`config.mk`:
```
export PLATFORM = sky130hd
export DESIGN_NAME = inst_loader
export DESIGN_NICKNAME = d
export VERILOG_FILES = /design/src/rtl/inst_loader.sv
export SDC_FILE = /design/constraint.sdc
export NUM_CORES = 1
export LEC_CHECK = 0
export BUFFER_PORTS_ARGS = -buffer_cell sky130_fd_sc_hd__buf_2
export CORE_MARGIN = 4
export CORE_UTILIZATION = 55
export DETAILED_ROUTE_END_ITERATION = 7
export GPL_ROUTABILITY_DRIVEN = 0
export PLACE_DENSITY_LB_ADDON = 0.1
export RECOVER_POWER = 25
export SYNTH_ARGS = -nofsm -noshare
export SYNTH_HDL_FRONTEND = slang
export SYNTH_SLANG_ARGS = --single-unit
```
`constraint.sdc`:
```
create_clock -name clk -period 4.7 [get_ports clk]
set_input_delay 0.94 -clock clk [delete_from_list [all_inputs] [get_ports clk]]
set_output_delay 0.94 -clock clk [all_outputs]
set_load 0.03 [all_outputs]
```
`src/rtl/inst_loader.sv`:
```
// Boot-time program loader: receives a framed byte stream (length, little-endian
// words, XOR checksum), writes the words to instruction memory, and releases the core.
module inst_loader #(
    parameter int ADDR_W = 8
) (
    input  logic              clk,
    input  logic              rst,
    input  logic              start,
    input  logic              s_valid,
    input  logic [7:0]        s_data,
    output logic              s_ready,
    output logic              mem_we,
    output logic [ADDR_W-1:0] mem_waddr,
    output logic [31:0]       mem_wdata,
    output logic              core_rst_n,
    output logic              busy,
    output logic              done,
    output logic              err
);

    typedef enum logic [2:0] {
        S_IDLE  = 3'd0,
        S_LEN0  = 3'd1,
        S_LEN1  = 3'd2,
        S_DATA  = 3'd3,
        S_CSUM  = 3'd4,
        S_DONE  = 3'd5,
        S_ERROR = 3'd6
    } state_t;

    localparam logic [32:0] DEPTH_C = 33'(1) << ADDR_W;

    state_t              state_q;
    logic [7:0]          len_lo_q;
    logic [15:0]         n_q;
    logic [15:0]         word_idx_q;
    logic [1:0]          byte_cnt_q;
    logic [7:0]          xor_q;
    logic [23:0]         word_q;
    logic                mem_we_q;
    logic [ADDR_W-1:0]   mem_waddr_q;
    logic [31:0]         mem_wdata_q;
    logic                core_rst_n_q;
    logic                done_q;
    logic                err_q;

    logic                ready_s;
    logic                xfer_s;
    logic [15:0]         len_d;

    // Ready is a pure decode of the current state so a stalled source never loses a byte.
    always_comb begin
        ready_s = 1'b0;
        case (state_q)
            S_LEN0, S_LEN1, S_DATA, S_CSUM: ready_s = 1'b1;
            default:                        ready_s = 1'b0;
        endcase
    end

    assign xfer_s = s_valid & ready_s;
    assign len_d  = {s_data, len_lo_q};

    // Frame FSM with datapath and registered outputs.
    always_ff @(posedge clk or posedge rst) begin
        if (rst) begin
            state_q      <= S_IDLE;
            len_lo_q     <= 8'd0;
            n_q          <= 16'd0;
            word_idx_q   <= 16'd0;
            byte_cnt_q   <= 2'd0;
            xor_q        <= 8'd0;
            word_q       <= 24'd0;
            mem_we_q     <= 1'b0;
            mem_waddr_q  <= '0;
            mem_wdata_q  <= 32'd0;
            core_rst_n_q <= 1'b0;
            done_q       <= 1'b0;
            err_q        <= 1'b0;
        end else begin
            mem_we_q <= 1'b0;
            case (state_q)
                S_IDLE, S_DONE, S_ERROR: begin
                    if (start) begin
                        state_q      <= S_LEN0;
                        word_idx_q   <= 16'd0;
                        byte_cnt_q   <= 2'd0;
                        xor_q        <= 8'd0;
                        core_rst_n_q <= 1'b0;
                        done_q       <= 1'b0;
                        err_q        <= 1'b0;
                    end else begin
                        state_q <= state_q;
                    end
                end
                S_LEN0: begin
                    if (xfer_s) begin
                        len_lo_q <= s_data;
                        state_q  <= S_LEN1;
                    end else begin
                        state_q <= S_LEN0;
                    end
                end
                S_LEN1: begin
                    if (xfer_s) begin
                        n_q <= len_d;
                        if ({17'd0, len_d} > DEPTH_C) begin
                            state_q <= S_ERROR;
                            err_q   <= 1'b1;
                        end else if (len_d == 16'd0) begin
                            state_q <= S_CSUM;
                        end else begin
                            state_q <= S_DATA;
                        end
                    end else begin
                        state_q <= S_LEN1;
                    end
                end
                S_DATA: begin
                    if (xfer_s) begin
                        xor_q      <= xor_q ^ s_data;
                        byte_cnt_q <= byte_cnt_q + 2'd1;
                        case (byte_cnt_q)
                            2'd0: word_q[7:0]   <= s_data;
                            2'd1: word_q[15:8]  <= s_data;
                            2'd2: word_q[23:16] <= s_data;
                            default: begin
                                // Fourth byte completes the word; write it next cycle.
                                mem_we_q    <= 1'b1;
                                mem_waddr_q <= word_idx_q[ADDR_W-1:0];
                                mem_wdata_q <= {s_data, word_q};
                                word_idx_q  <= word_idx_q + 16'd1;
                                if (word_idx_q == n_q - 16'd1) begin
                                    state_q <= S_CSUM;
                                end else begin
                                    state_q <= S_DATA;
                                end
                            end
                        endcase
                    end else begin
                        state_q <= S_DATA;
                    end
                end
                S_CSUM: begin
                    if (xfer_s) begin
                        if (s_data == xor_q) begin
                            state_q      <= S_DONE;
                            done_q       <= 1'b1;
                            core_rst_n_q <= 1'b1;
                        end else begin
                            state_q <= S_ERROR;
                            err_q   <= 1'b1;
                        end
                    end else begin
                        state_q <= S_CSUM;
                    end
                end
                default: begin
                    state_q      <= S_IDLE;
                    core_rst_n_q <= 1'b0;
                    done_q       <= 1'b0;
                    err_q        <= 1'b0;
                end
            endcase
        end
    end

    assign s_ready    = ready_s;
    assign busy       = ready_s;
    assign mem_we     = mem_we_q;
    assign mem_waddr  = mem_waddr_q;
    assign mem_wdata  = mem_wdata_q;
    assign core_rst_n = core_rst_n_q;
    assign done       = done_q;
    assign err        = err_q;

endmodule

```
==> metrics.log <==
INFO  metric worstSkewPairLatency = 520 ps
INFO  metric synthesis.area = 5870 um2
INFO  metric place_hpwl = 9220 um
INFO  metric synthTopCellsByArea = dfrtp_1, nand2_1, mux2_2
INFO  metric cts_tree = yes
INFO  metric finalMaxSlewViolations = 0
INFO  metric critPathLaunchType = flop
INFO  metric worstSetupEndpointType = primary output
INFO  metric endpoints_failing_hold = 0
INFO  metric instances_no_fill = 793
INFO  metric area.sequential = 3000 um2
INFO  metric cts-htree-levels = 4
INFO  metric initial_core_util = 56.6%
INFO  metric initialDrtViolationCount = 311
INFO  metric detail_route.drc_violations = 0
INFO  metric finalCritPeriodShare = 62.7%
INFO  metric seq_power_share = 39.6%
INFO  metric preCtsSetupSlack = 1660 ps
INFO  metric cts_root_buf = clkbuf_8
INFO  metric required_time_reported_for_the_critical_path_endpoint = 3760 ps
INFO  metric fp.coreArea = 10400 um2
INFO  metric cts.reportedPaths.clkPinSlew = 60 ps
INFO  metric power.internal = 2.64 mW
INFO  metric share_of_the_synthesized_area_in_the_top_cell_type = 51.2%
INFO  metric clock_skew = 8.22 ps
INFO  metric drt_pre_antenna_iters = 6
INFO  metric layout.nets = 663
INFO  metric combinationalPowerShare = 26.6%
INFO  metric min_cycle_time_layout = 2950 ps
INFO  metric post_cts_sizing = 0
INFO  metric hold-path-cell-count = 2
INFO  metric grt_max_degree = 49
INFO  metric post_route_cells_drive_above_1_share = 23.9%
INFO  metric fmax = 0.340 GHz
INFO  metric p_per_area = 581 nW/um2
INFO  metric synth-seq-area-share = 51.2%
INFO  metric synth.net_count = 613
INFO  metric route.detailed.vias_per_inst = 5.66
INFO  metric grt-ovfl-total = 0
INFO  metric drt-total-wl = 13600 um
INFO  metric critical_path_arrival = 2010 ps
INFO  metric top_level_ports = 58
INFO  metric dpl_cell_area = 6220 um2
INFO  metric synth_top_cell_by_area = dfrtp_1
INFO  metric cts_setup_buffers = 0
INFO  metric total_switching_power = 1.33 mW
INFO  metric static-leakage-power = 3.31 nW
INFO  metric grt_pass1_wl = 23000 um
INFO  metric timing.reg2reg.worst_path_depth = 6
INFO  metric via_count = 4487
INFO  metric detail_route.wl_per_cell = 17.2 um
INFO  metric timing.max_cap.violations = 0
INFO  metric die_area = 12400 um2
INFO  metric grt_pass1_vias = 4541
INFO  metric critical_path_class = reg2out
INFO  metric register_bit_count_reported_by_yosys = 120
INFO  metric post-route-cell-area = 6840 um2
INFO  metric antennaDiodeCount = 0
INFO  metric result_of_the_run = completed
INFO  metric die-height = 111 um
INFO  metric fin_tns_setup = 0 ps
INFO  metric synthFlopType = dfrtp_1
INFO  metric number_of_antenna_violations_at_the_first_check_in_global_routing = 0
INFO  metric post_synth_inst_count = 595
INFO  metric synthToLayoutAreaGrowth = 16.5%
INFO  metric total_of_buffers_placed_on_input_and_output_ports = 57
INFO  metric synth-edff-count = 0
INFO  metric slew_headroom = 5.86%
INFO  metric place_inst = 762
INFO  metric multi_input_area = 2660 um2
INFO  metric clock_tree.buffer_depth = 2
INFO  metric worstPathMaxFanout = 13
INFO  metric share_of_async_settable_or_async_resettable_flops_after_synthesis = 100%
INFO  metric layout.core_utilization = 66.0%
INFO  metric cts_buffers = 17
INFO  metric syn-mean-instance-area = 9.87 um2
INFO  metric worst_ir_drop_vdd = 368 uV
INFO  metric std_cell_rows = 37
INFO  metric switching_share = 33.5%
INFO  metric rsz_0062_raised_after_global_routing = no
INFO  metric cts_hold_repair.buffers = 0
INFO  metric route.antenna.remaining_nets = 0
INFO  metric setup_viol = 0
INFO  metric cts_num_sinks = 120
INFO  metric timing_worst_slew_pin_value = 1400 ps
INFO  metric synthesis.yosys.warnings = 0
INFO  metric finalWorstSetupSlack = 1750 ps
INFO  metric hold_path_class = reg2reg
INFO  metric synth_cell_types = 66
INFO  metric die_width = 111 um
INFO  metric share_clk_of_total_power = 33.8%
INFO  metric grt.total_usage = 23.2%
INFO  metric fill_cells = 819
[state kept, by name, summed over array words and instances, names as in the netlist, 2 cells and up]
name	cells
mem_wdata	32
word_q	24
len_lo_q	8
xor_q	8
state_q	3
word_idx_q	16
byte_cnt_q	2
n_q	16
mem_waddr	8
[routing by layer]
layer,up-vias,track usage (%),share of wire [%]
met1,2203,29.7,43
met2,145,37.7,49
li1,2115,-,-
met4,0,9.08,2.5
met3,24,6.28,5.1
met5,-,0,0
[power groups by stage]
stage / combinational [mW] / sequential (mW) / clock [mW]
after CTS: 1.06 / 1.56 / 1.37
after detailed placement: 1.04 / 1.58 / 0
after global placement: 1.01 / 1.56 / 0
final: 1.06 / 1.57 / 1.34
after global routing: 1.16 / 1.61 / 1.42
after floorplan: 0.872 / 1.50 / 0
[per-stage QoR]
step | hold WS (ps) | total power [mW]
global route | 496 | 4.19
floorplan | 433 | 2.37
CTS | 406 | 3.99
global placement | 446 | 2.57
finish | 461 | 3.97
detailed placement | 448 | 2.62
[path summary, 6_finish.rpt]
path	from	to	slack, ps
setup / recovery	state_q[0]	busy	1750
hold / removal	word_q[4]	mem_wdata[4]	460
setup reg to reg	n_q[6]	state_q[1]	2050
hold reg to reg	word_q[4]	mem_wdata[4]	460
max in group asynchronous	rst	n_q[8]	2780
min in group asynchronous	rst	mem_wdata[7]	720
[synthesized netlist by cell type (8+ instances only)]
| cell type | number |
|---|---|
| xor2_1 | 17 |
| nor2_1 | 32 |
| clkbuf_1 | 22 |
| inv_1 | 16 |
| dfrtp_1 | 120 |
| xnor2_1 | 22 |
| a21oi_1 | 8 |
| mux2_2 | 45 |
| nor4_1 | 9 |
| nand2_1 | 162 |
| o21ai_0 | 37 |
| nor3_1 | 10 |
[worst max-delay path: stages (launching register included)]
cell and delay [ps]:
dfrtp_1 640, nor2_1 170, xnor2_1 390, buf_2 280
[layout make-up]
type	instances	share of cell area, %
inverters	17	0.951
multi-input cells	426	38.8
clock inverters	11	2.52
well taps	136	2.49
repair buffers	63	4.83
clock buffers	20	6.51
flip-flops and latches	120	43.9
[layout by cell type (no fill, tap or decap), types with 2 or more instances in the layout]
cell	synthesis	routed
xnor2_1	22	22
a21o_1	2	2
inv_1	16	15
o211ai_1	4	4
nor4_2	2	2
bufinv_16	0	4
or3_1	4	4
nand3_1	7	7
clkinvlp_4	0	4
nor2_1	32	32
a211oi_1	2	2
dfrtp_1	120	120
nor3_1	10	9
o211a_1	2	2
xor2_1	17	17
nor3_2	1	2
nand2_1	162	162
clkbuf_8	1	3
mux2_2	45	45
buf_4	2	6
ha_1	6	6
nor4_1	9	9
buf_2	1	57
a22oi_1	3	3
nand4_1	5	5
a22o_1	2	2
or3b_2	2	2
nand2b_1	3	3
clkinv_4	0	2
o31ai_1	4	4
a21oi_1	8	8
o21ai_0	37	37
nand3b_1	2	2
nor3b_1	2	2
clkbuf_16	0	16
[kinds of logic (layout without fill, tap and decap cells)]
family	after synthesis	count (layout)	synth area share [%]
simple gates	252	252	19.4
flops	120	120	51.2
compound gates	83	83	9.87
buf+inv	49	111	3.71
mux	46	46	8.80
xor+xnor	39	39	5.82
fa+ha+maj	6	6	1.28
No activity file was read; power rests on OpenSTA's default activity.
